$ cat config.mk
export PLATFORM = sky130hd
export DESIGN_NAME = hazard_ctrl_mc_flat
export DESIGN_NICKNAME = d
export VERILOG_FILES = /design/src/rtl/hazard_ctrl_mc_if.sv /design/src/rtl/hazard_ctrl_mc.sv /design/src/flat_wrapper.sv
export SDC_FILE = /design/constraint.sdc
export NUM_CORES = 1
export LEC_CHECK = 0
export CAP_MARGIN = 40
export CORE_ASPECT_RATIO = 0.9
export CORE_UTILIZATION = 40
export DETAILED_ROUTE_END_ITERATION = 6
export HOLD_SLACK_MARGIN = 0.15
export PLACE_DENSITY_LB_ADDON = 0.12
export SLEW_MARGIN = 20
export SYNTH_ARGS = -nofsm -noshare
export SYNTH_HDL_FRONTEND = slang
export SYNTH_SLANG_ARGS = --single-unit
$ cat constraint.sdc
create_clock -name clk -period 3.3 [get_ports clk]
set_input_delay 0.66 -clock clk [delete_from_list [all_inputs] [get_ports clk]]
set_output_delay 0.66 -clock clk [all_outputs]
set_load 0.02 [all_outputs]
$ cat src/rtl/hazard_ctrl_mc_if.sv
`default_nettype none
// ============================================================================
// Module      : hazard_ctrl_mc_if
// Description : Bundle of D/E/M/W pipeline signals consumed by the D-stage
//               hazard controller and the decisions it returns.
//               master : pipeline side (drives stage info, reads decisions)
//               slave  : hazard controller side
// Ports       : D_A, D_Tuse, {E,M,W}_A3/_Tnew/_RegWrite, E_md_start,
//               E_md_div, D_md_use, D_eret, {E,M}_CP0Write/_CP0Addr,
//               cnt_clr -> Stall, fwd_sel, eret_fwd, md_busy, stall_cnt
// Revision    : 1.0 - initial release
// ============================================================================
interface hazard_ctrl_mc_if #(
    parameter int NSRC  = 2,
    parameter int AW    = 5,
    parameter int TW    = 2,
    parameter int CNT_W = 32
);
    logic [NSRC*AW-1:0] D_A;
    logic [NSRC*TW-1:0] D_Tuse;
    logic [AW-1:0]      E_A3, M_A3, W_A3;
    logic [TW-1:0]      E_Tnew, M_Tnew, W_Tnew;
    logic               E_RegWrite, M_RegWrite, W_RegWrite;
    logic               E_md_start, E_md_div, D_md_use, D_eret;
    logic               E_CP0Write, M_CP0Write;
    logic [4:0]         E_CP0Addr, M_CP0Addr;
    logic               cnt_clr;
    logic               Stall;
    logic [NSRC*2-1:0]  fwd_sel;
    logic               eret_fwd;
    logic               md_busy;
    logic [CNT_W-1:0]   stall_cnt;

    modport master (
        output D_A, D_Tuse, E_A3, M_A3, W_A3, E_Tnew, M_Tnew, W_Tnew,
               E_RegWrite, M_RegWrite, W_RegWrite, E_md_start, E_md_div,
               D_md_use, D_eret, E_CP0Write, M_CP0Write, E_CP0Addr,
               M_CP0Addr, cnt_clr,
        input  Stall, fwd_sel, eret_fwd, md_busy, stall_cnt
    );

    modport slave (
        input  D_A, D_Tuse, E_A3, M_A3, W_A3, E_Tnew, M_Tnew, W_Tnew,
               E_RegWrite, M_RegWrite, W_RegWrite, E_md_start, E_md_div,
               D_md_use, D_eret, E_CP0Write, M_CP0Write, E_CP0Addr,
               M_CP0Addr, cnt_clr,
        output Stall, fwd_sel, eret_fwd, md_busy, stall_cnt
    );
endinterface
`default_nettype wire

$ cat src/rtl/hazard_ctrl_mc.sv
`default_nettype none
// ============================================================================
// Module      : hazard_ctrl_mc
// Description : D-stage hazard controller for a five-stage MIPS pipeline.
//               Tuse/Tnew stall and forward selection for NSRC operands,
//               internal HI/LO busy timer, EPC/eret hazard handling and a
//               saturating stall-cycle counter.
// Ports       : clk     - clock, rising edge
//               reset_n - asynchronous active-low reset
//               hz      - hazard_ctrl_mc_if.slave (stage info in,
//                         Stall/fwd_sel/eret_fwd/md_busy/stall_cnt out)
// Revision    : 1.0 - initial release
// ============================================================================
module hazard_ctrl_mc #(
    parameter int NSRC     = 2,
    parameter int AW       = 5,
    parameter int TW       = 2,
    parameter int MULT_LAT = 5,
    parameter int DIV_LAT  = 10,
    parameter int CNT_W    = 32
) (
    input  wire logic        clk,
    input  wire logic        reset_n,
    hazard_ctrl_mc_if.slave  hz
);

    localparam int              c_MD_MAX    = (MULT_LAT > DIV_LAT) ? MULT_LAT : DIV_LAT;
    localparam int              c_MDW       = $clog2(c_MD_MAX + 1);
    localparam logic [c_MDW-1:0] c_MULT_LD  = c_MDW'(MULT_LAT);
    localparam logic [c_MDW-1:0] c_DIV_LD   = c_MDW'(DIV_LAT);
    localparam logic [TW-1:0]   c_TUSE_NONE = '1;
    localparam logic [4:0]      c_EPC_ADDR  = 5'd14;

    logic [c_MDW-1:0]  r_md_cnt;
    logic [CNT_W-1:0]  r_stall_cnt;
    logic [NSRC-1:0]   w_data_stall;
    logic [NSRC*2-1:0] w_fwd_sel;
    logic              w_md_busy;
    logic              w_md_stall;
    logic              w_eret_stall;
    logic              w_stall;

    // ------------------------------------------------------------------
    // Per-operand stall and forwarding decisions
    // ------------------------------------------------------------------
    generate
        for (genvar i = 0; i < NSRC; i++) begin : g_src
            logic [AW-1:0] w_a;
            logic [TW-1:0] w_tuse;
            logic          w_used;
            logic          w_nz;
            logic          w_stall_e, w_stall_m;
            logic          w_fwd_e, w_fwd_m, w_fwd_w;

            assign w_a    = hz.D_A[i*AW +: AW];
            assign w_tuse = hz.D_Tuse[i*TW +: TW];
            assign w_used = (w_tuse != c_TUSE_NONE);
            assign w_nz   = (w_a != '0);

            // Producer still Tnew cycles away but consumer needs it sooner.
            assign w_stall_e = w_used && w_nz && (w_a == hz.E_A3) && hz.E_RegWrite
                               && (hz.E_Tnew > w_tuse);
            assign w_stall_m = w_used && w_nz && (w_a == hz.M_A3) && hz.M_RegWrite
                               && (hz.M_Tnew > w_tuse);
            assign w_data_stall[i] = w_stall_e || w_stall_m;

            // Only a stage whose result is already computed (Tnew == 0) may forward.
            assign w_fwd_e = w_nz && (w_a == hz.E_A3) && hz.E_RegWrite && (hz.E_Tnew == '0);
            assign w_fwd_m = w_nz && (w_a == hz.M_A3) && hz.M_RegWrite && (hz.M_Tnew == '0);
            assign w_fwd_w = w_nz && (w_a == hz.W_A3) && hz.W_RegWrite && (hz.W_Tnew == '0);

            // Youngest producer wins.
            assign w_fwd_sel[i*2 +: 2] = w_fwd_e ? 2'd3 :
                                         w_fwd_m ? 2'd2 :
                                         w_fwd_w ? 2'd1 : 2'd0;
        end
    endgenerate

    // ------------------------------------------------------------------
    // HI/LO busy timer; a start while busy is ignored, not a reload.
    // ------------------------------------------------------------------
    always_ff @(posedge clk or negedge reset_n) begin
        if (!reset_n) begin
            r_md_cnt <= '0;
        end else if (r_md_cnt != '0) begin
            r_md_cnt <= r_md_cnt - c_MDW'(1);
        end else if (hz.E_md_start) begin
            r_md_cnt <= hz.E_md_div ? c_DIV_LD : c_MULT_LD;
        end
    end

    assign w_md_busy  = (r_md_cnt != '0);
    // A start in E this cycle blocks D as well: the timer loads only at the edge.
    assign w_md_stall = hz.D_md_use && (w_md_busy || hz.E_md_start);

    // EPC still being written in E cannot be forwarded yet; from M it can.
    assign w_eret_stall = hz.D_eret && hz.E_CP0Write && (hz.E_CP0Addr == c_EPC_ADDR);
    assign hz.eret_fwd  = hz.D_eret && hz.M_CP0Write && (hz.M_CP0Addr == c_EPC_ADDR);

    assign w_stall = (|w_data_stall) || w_md_stall || w_eret_stall;

    // ------------------------------------------------------------------
    // Saturating stall-cycle counter; clear beats increment.
    // ------------------------------------------------------------------
    always_ff @(posedge clk or negedge reset_n) begin
        if (!reset_n) begin
            r_stall_cnt <= '0;
        end else if (hz.cnt_clr) begin
            r_stall_cnt <= '0;
        end else if (w_stall && (r_stall_cnt != '1)) begin
            r_stall_cnt <= r_stall_cnt + CNT_W'(1);
        end
    end

    assign hz.Stall     = w_stall;
    assign hz.fwd_sel   = w_fwd_sel;
    assign hz.md_busy   = w_md_busy;
    assign hz.stall_cnt = r_stall_cnt;

endmodule
`default_nettype wire

$ cat src/flat_wrapper.sv
// flat-port wrapper written by rule: the top's interface ports become plain ports
module hazard_ctrl_mc_flat 
#(
    parameter int NSRC     = 2,
    parameter int AW       = 5,
    parameter int TW       = 2,
    parameter int MULT_LAT = 5,
    parameter int DIV_LAT  = 10,
    parameter int CNT_W    = 32
)
  (clk, reset_n, hz_D_A, hz_D_Tuse, hz_E_A3, hz_M_A3, hz_W_A3, hz_E_Tnew, hz_M_Tnew, hz_W_Tnew, hz_E_RegWrite, hz_M_RegWrite, hz_W_RegWrite, hz_E_md_start, hz_E_md_div, hz_D_md_use, hz_D_eret, hz_E_CP0Write, hz_M_CP0Write, hz_E_CP0Addr, hz_M_CP0Addr, hz_cnt_clr, hz_Stall, hz_fwd_sel, hz_eret_fwd, hz_md_busy, hz_stall_cnt);
  hazard_ctrl_mc_if #(.NSRC(NSRC), .AW(AW), .TW(TW), .CNT_W(CNT_W)) hz_i ();
  input  wire logic clk;
  input  wire logic reset_n;
  input wire logic [$bits(hz_i.D_A)-1:0] hz_D_A;
  input wire logic [$bits(hz_i.D_Tuse)-1:0] hz_D_Tuse;
  input wire logic [$bits(hz_i.E_A3)-1:0] hz_E_A3;
  input wire logic [$bits(hz_i.M_A3)-1:0] hz_M_A3;
  input wire logic [$bits(hz_i.W_A3)-1:0] hz_W_A3;
  input wire logic [$bits(hz_i.E_Tnew)-1:0] hz_E_Tnew;
  input wire logic [$bits(hz_i.M_Tnew)-1:0] hz_M_Tnew;
  input wire logic [$bits(hz_i.W_Tnew)-1:0] hz_W_Tnew;
  input wire logic [$bits(hz_i.E_RegWrite)-1:0] hz_E_RegWrite;
  input wire logic [$bits(hz_i.M_RegWrite)-1:0] hz_M_RegWrite;
  input wire logic [$bits(hz_i.W_RegWrite)-1:0] hz_W_RegWrite;
  input wire logic [$bits(hz_i.E_md_start)-1:0] hz_E_md_start;
  input wire logic [$bits(hz_i.E_md_div)-1:0] hz_E_md_div;
  input wire logic [$bits(hz_i.D_md_use)-1:0] hz_D_md_use;
  input wire logic [$bits(hz_i.D_eret)-1:0] hz_D_eret;
  input wire logic [$bits(hz_i.E_CP0Write)-1:0] hz_E_CP0Write;
  input wire logic [$bits(hz_i.M_CP0Write)-1:0] hz_M_CP0Write;
  input wire logic [$bits(hz_i.E_CP0Addr)-1:0] hz_E_CP0Addr;
  input wire logic [$bits(hz_i.M_CP0Addr)-1:0] hz_M_CP0Addr;
  input wire logic [$bits(hz_i.cnt_clr)-1:0] hz_cnt_clr;
  output wire logic [$bits(hz_i.Stall)-1:0] hz_Stall;
  output wire logic [$bits(hz_i.fwd_sel)-1:0] hz_fwd_sel;
  output wire logic [$bits(hz_i.eret_fwd)-1:0] hz_eret_fwd;
  output wire logic [$bits(hz_i.md_busy)-1:0] hz_md_busy;
  output wire logic [$bits(hz_i.stall_cnt)-1:0] hz_stall_cnt;
  assign hz_i.D_A = hz_D_A;
  assign hz_i.D_Tuse = hz_D_Tuse;
  assign hz_i.E_A3 = hz_E_A3;
  assign hz_i.M_A3 = hz_M_A3;
  assign hz_i.W_A3 = hz_W_A3;
  assign hz_i.E_Tnew = hz_E_Tnew;
  assign hz_i.M_Tnew = hz_M_Tnew;
  assign hz_i.W_Tnew = hz_W_Tnew;
  assign hz_i.E_RegWrite = hz_E_RegWrite;
  assign hz_i.M_RegWrite = hz_M_RegWrite;
  assign hz_i.W_RegWrite = hz_W_RegWrite;
  assign hz_i.E_md_start = hz_E_md_start;
  assign hz_i.E_md_div = hz_E_md_div;
  assign hz_i.D_md_use = hz_D_md_use;
  assign hz_i.D_eret = hz_D_eret;
  assign hz_i.E_CP0Write = hz_E_CP0Write;
  assign hz_i.M_CP0Write = hz_M_CP0Write;
  assign hz_i.E_CP0Addr = hz_E_CP0Addr;
  assign hz_i.M_CP0Addr = hz_M_CP0Addr;
  assign hz_i.cnt_clr = hz_cnt_clr;
  assign hz_Stall = hz_i.Stall;
  assign hz_fwd_sel = hz_i.fwd_sel;
  assign hz_eret_fwd = hz_i.eret_fwd;
  assign hz_md_busy = hz_i.md_busy;
  assign hz_stall_cnt = hz_i.stall_cnt;
  hazard_ctrl_mc #(.NSRC(NSRC), .AW(AW), .TW(TW), .MULT_LAT(MULT_LAT), .DIV_LAT(DIV_LAT), .CNT_W(CNT_W)) u_core (.clk(clk), .reset_n(reset_n), .hz(hz_i));
endmodule
==> impl_results.html <==
<table>
<tr><th>Metric</th><th>Value</th></tr>
<tr><th colspan="2">Outcome</th></tr>
<tr><td>Status</td><td>finished with violations</td></tr>
<tr><td>Failing checks</td><td>setup timing</td></tr>
<tr><th colspan="2">Die</th></tr>
<tr><td>Overall die height</td><td>between 80 and 90 µm</td></tr>
<tr><td>Floorplan die area</td><td>slightly above 7000 µm²</td></tr>
<tr><td>IO Count</td><td>between 90 and 100</td></tr>
<tr><td>Number of placement rows</td><td>28</td></tr>
<tr><td>Die Span X</td><td>~90 µm</td></tr>
<tr><td>Core Box Area</td><td>6621 µm²</td></tr>
<tr><td>Initial Utilization</td><td>0.4186</td></tr>
<tr><th colspan="2">Critical path</th></tr>
<tr><td>Stages on the worst setup path</td><td>10</td></tr>
<tr><td>Cell class contributing the biggest share of worst-path delay</td><td>compound AO/OA/AOI/OAI gates</td></tr>
<tr><td>CP endpoint kind</td><td>primary output</td></tr>
<tr><td>Depth of the worst register-to-register path</td><td>8</td></tr>
<tr><td>Worst-path fanout max</td><td>2</td></tr>
<tr><td>Buffering stage count on the worst path with inverters included</td><td>4</td></tr>
<tr><td>Peak per-stage delay on the critical path</td><td>about 480 ps</td></tr>
<tr><td>Arr. time, crit path</td><td>between 2000 and 3000 ps</td></tr>
<tr><td>Critical path, cell by cell</td><td>clkdlybuf4s50_1 -&gt; inv_1 -&gt; ha_1 -&gt; nor2b_1 -&gt; o211ai_1 -&gt; nor3_1 -&gt; a41o_1 -&gt; a311oi_4 -&gt; inv_1 -&gt; buf_4</td></tr>
<tr><td>Startpoint type of the worst setup path</td><td>input port</td></tr>
<tr><td>Required time worst endpoint</td><td>approximately 2600 ps</td></tr>
<tr><td>Cell mode on critical path</td><td>inv_1</td></tr>
<tr><td>Max stage delay cell, worst path</td><td>clkdlybuf4s50_1</td></tr>
<tr><td>Setup CP Type</td><td>in2out</td></tr>
<tr><th colspan="2">Timing</th></tr>
<tr><td>Setup ws final</td><td>-35.31 ps</td></tr>
<tr><td>Slew at the pin closest to its max-slew limit</td><td>between 500 and 600 ps</td></tr>
<tr><td>Maximum clock rate</td><td>~300 MHz</td></tr>
<tr><td>Share of the clock period used by the worst path</td><td>1.011</td></tr>
<tr><td>Post-Route Setup TNS</td><td>-35.31 ps</td></tr>
<tr><td>Final Max Slew Viols</td><td>0</td></tr>
<tr><td>Final Setup Violations</td><td>1</td></tr>
<tr><td>Shortest clock period the worst path allows after layout</td><td>roughly 3300 ps</td></tr>
<tr><td>Worst slew margin relative to its limit</td><td>0.6582</td></tr>
<tr><td>Final Hold Violating Endpoints</td><td>0</td></tr>
<tr><td>Worst clock skew on the final layout</td><td>between 8 and 9 ps</td></tr>
<tr><td>RSZ-0062 raised after global routing</td><td>true</td></tr>
<tr><th colspan="2">Clocking</th></tr>
<tr><td>Clk Latency, worst-skew pair</td><td>slightly below 300 ps</td></tr>
<tr><td>Maximum buffer depth of the clock tree</td><td>2</td></tr>
<tr><td>Post-CTS clock slew at the launch and capture registers of the worst setup and hold paths</td><td>approximately 80 ps</td></tr>
<tr><td>Clock tree from TritonCTS</td><td>built</td></tr>
<tr><td>Post-cts hold buffer count</td><td>0</td></tr>
<tr><td>H-Tree Depth</td><td>2</td></tr>
<tr><td>Cell chosen for the clock root</td><td>clkbuf_8</td></tr>
<tr><td>Total clock buffers created by CTS</td><td>5</td></tr>
<tr><td>CTS sink count</td><td>36</td></tr>
<tr><th colspan="2">Placed design</th></tr>
<tr><td>DP HPWL</td><td>between 6000 and 7000 µm</td></tr>
<tr><td>Weighted congestion reported at the end of routability-driven placement</td><td>roughly 0.91</td></tr>
<tr><td>I/O Buffers</td><td>95</td></tr>
<tr><td>Placed Instances</td><td>539</td></tr>
<tr><th colspan="2">Logic synthesis</th></tr>
<tr><td>Yosys cell types</td><td>39</td></tr>
<tr><td>Leading register cell type out of synthesis</td><td>dfrtp_1</td></tr>
<tr><td>Fraction of registers with async set/reset</td><td>1.000</td></tr>
<tr><td>Avg Inst Size Synth</td><td>8.373 µm²</td></tr>
<tr><td>Register bit count reported by yosys</td><td>36</td></tr>
<tr><td>Cell area after technology mapping</td><td>between 2000 and 3000 µm²</td></tr>
<tr><td>Register area share after synthesis</td><td>0.3251</td></tr>
<tr><td>Yosys synthesis warning count</td><td>0</td></tr>
<tr><td>Count of flip-flops with a built-in enable after synthesis</td><td>0</td></tr>
<tr><td>Post-synthesis cell count</td><td>approximately 330</td></tr>
<tr><td>Synthesized net count</td><td>approximately 400</td></tr>
<tr><th colspan="2">Hold path</th></tr>
<tr><td>Path category of the worst min-delay check</td><td>in2async</td></tr>
<tr><th colspan="2">Power and ir drop</th></tr>
<tr><td>Power density relative to cell area</td><td>between 200 and 300 nW/µm²</td></tr>
<tr><td>Maximum vdd ir drop</td><td>between 0.1 and 0.15 mV</td></tr>
<tr><td>Static Leakage</td><td>about 1.7 nW</td></tr>
<tr><th colspan="2">Cells and area</th></tr>
<tr><td>Proportion of layout cells with a drive suffix above 1</td><td>0.1247</td></tr>
<tr><td>Antenna cells</td><td>0</td></tr>
<tr><td>Final std cells w/o fill</td><td>approximately 550</td></tr>
<tr><td>Area Growth Syn to Fin</td><td>50.52%</td></tr>
<tr><td>Net count reported at finish</td><td>523</td></tr>
<tr><th colspan="2">Routing</th></tr>
<tr><td>Drt initial violations</td><td>159</td></tr>
<tr><td>Post-detailed-route count of antenna-violating nets</td><td>0</td></tr>
<tr><td>Total vias in the final route</td><td>about 3000</td></tr>
<tr><td>WL met2</td><td>between 3000 and 4000 µm</td></tr>
<tr><td>Total Routed Length</td><td>7804 µm</td></tr>
<tr><td>Vias per inst</td><td>about 5.4</td></tr>
<tr><td>Drt wl/cell</td><td>14.27 µm</td></tr>
<tr><td>Metal1 wirelength</td><td>3861 µm</td></tr>
<tr><td>Met3 routed wirelength</td><td>approximately 330 µm</td></tr>
<tr><td>Number of remaining DRC errors</td><td>0</td></tr>
<tr><td>Detailed-router iteration count before antenna repair</td><td>4</td></tr>
<tr><td>Top Layer Used</td><td>met4</td></tr>
<tr><th colspan="2">Global route</th></tr>
<tr><td>Antenna violations before repair</td><td>0</td></tr>
<tr><td>Aggregate global routing overflow</td><td>0</td></tr>
<tr><td>Total Routing Usage GR</td><td>0.2179</td></tr>
<tr><td>Number of global-route vias before repair</td><td>between 2000 and 3000</td></tr>
<tr><td>Pin count of the biggest net entering global routing</td><td>just over 60</td></tr>
<tr><td>Global-route wire length before repair</td><td>about 13000 µm</td></tr>
<tr><th colspan="2">Job</th></tr>
<tr><td>Number of maximum-capacitance violations</td><td>0</td></tr>
</table>
## report_power, final
group	leakage (nW)	switching [mW]	internal (mW)	total, mW
Sequential	0.494	0.0272	0.470	0.498
Clock	0.0424	0.161	0.151	0.312
Combinational	1.12	0.178	0.188	0.366
## metal layers
layer,GRT usage,vias up
met2,0.3638,73
met5,0,-
met4,0.03607,0
met3,0.03652,6
met1,0.3022,1389
li1,-,1490
## timing repair
item,CTS,global route
endpoints found under the setup margin,7,26
gates cloned,0,0
gates resized for setup,11,3
setup buffers,0,0
pin swaps,2,1
## Yosys cell counts (9+ instances only)
master     n  area share
o21ai_0   20       0.036
or4_1     18       0.049
clkbuf_1   9       0.012
o31ai_1   19       0.051
nand4_1   10       0.023
inv_1     10       0.014
nand3_1   22       0.040
ha_1      10       0.045
or3_1     15       0.034
nor2_1    14       0.019
nand2_1   27       0.037
xnor2_1   20       0.063
xor2_1    10       0.032
a21oi_1   31       0.056
dfrtp_1   36        0.33
## cells in the final DEF, fill, tap and decap left out, types with 18 or more instances in the layout
cell              n
clkdlybuf4s50_1  88
nand2_1          27
buf_4            38
xnor2_1          20
nand3_1          22
o21ai_0          20
o31ai_1          19
or4_1            18
dfrtp_1          36
a21oi_1          31
## area by class of cell
cell class / count / area [µm²]
Multi-Input combinational cell: 270 / 1793
Clock inverter: 1 / 8.758
Fill cell: 567 / 2450
Inverter: 10 / 37.54
Tap cell: 90 / 112.6
Clock buffer: 7 / 76.32
Timing Repair Buffer: 133 / 1242
Sequential cell: 36 / 900.9
## flip-flops by register name, indices dropped and copies added (netlist names)
name	flops
u_core.r_md_cnt	4
u_core.hz.stall_cnt	32
## logic make-up after synthesis
| kind of cell | after synthesis | synth area share |
|---|---|---|
| mux | 3 | 0.01219 |
| fa+ha+maj | 10 | 0.04515 |
| flops | 36 | 0.3251 |
| simple gates | 145 | 0.2975 |
| xor+xnor | 30 | 0.09481 |
| buf+inv | 25 | 0.04108 |
| compound gates | 82 | 0.1842 |
## path summary, 6_finish.rpt
| kind | start | to | slack (ps) |
|---|---|---|---|
| worst max-delay path | hz_D_Tuse[1] | hz_Stall | -40 |
| worst max register to register | u_core.hz.stall_cnt[0] | u_core.hz.stall_cnt[21] | 540 |
| worst min-delay path | reset_n | u_core.hz.stall_cnt[24] | 260 |
| min in group clk | u_core.r_md_cnt[3] | u_core.r_md_cnt[3] | 540 |
| max in group asynchronous | reset_n | u_core.hz.stall_cnt[10] | 2600 |
| worst min register to register | u_core.r_md_cnt[3] | u_core.r_md_cnt[3] | 540 |
## per-stage QoR
stage	cell area (µm²)	setup slack [ps]	hold slack, ps	utilization	power, mW
detailed placement	4063	-501.3	527.0	0.6136	0.8755
floorplan	2771	281.4	364.4	-	0.6953
global route	4172	-148.2	268.8	0.6300	1.248
CTS	4161	-62.08	264.7	0.6285	1.186
global placement	4043	-443.9	503.2	0.6105	0.8624
finish	4172	-35.31	256.5	0.6300	1.176
## worst reg2reg max path, cell delays in order (launching register included)
cell	delay, ps
dfrtp_1	450
ha_1	250
and2_1	300
nand4_1	210
nor2_1	150
buf_4	210
or4b_2	650
or3_1	320
a21oi_1	150
No activity file was read; power rests on OpenSTA's default activity.
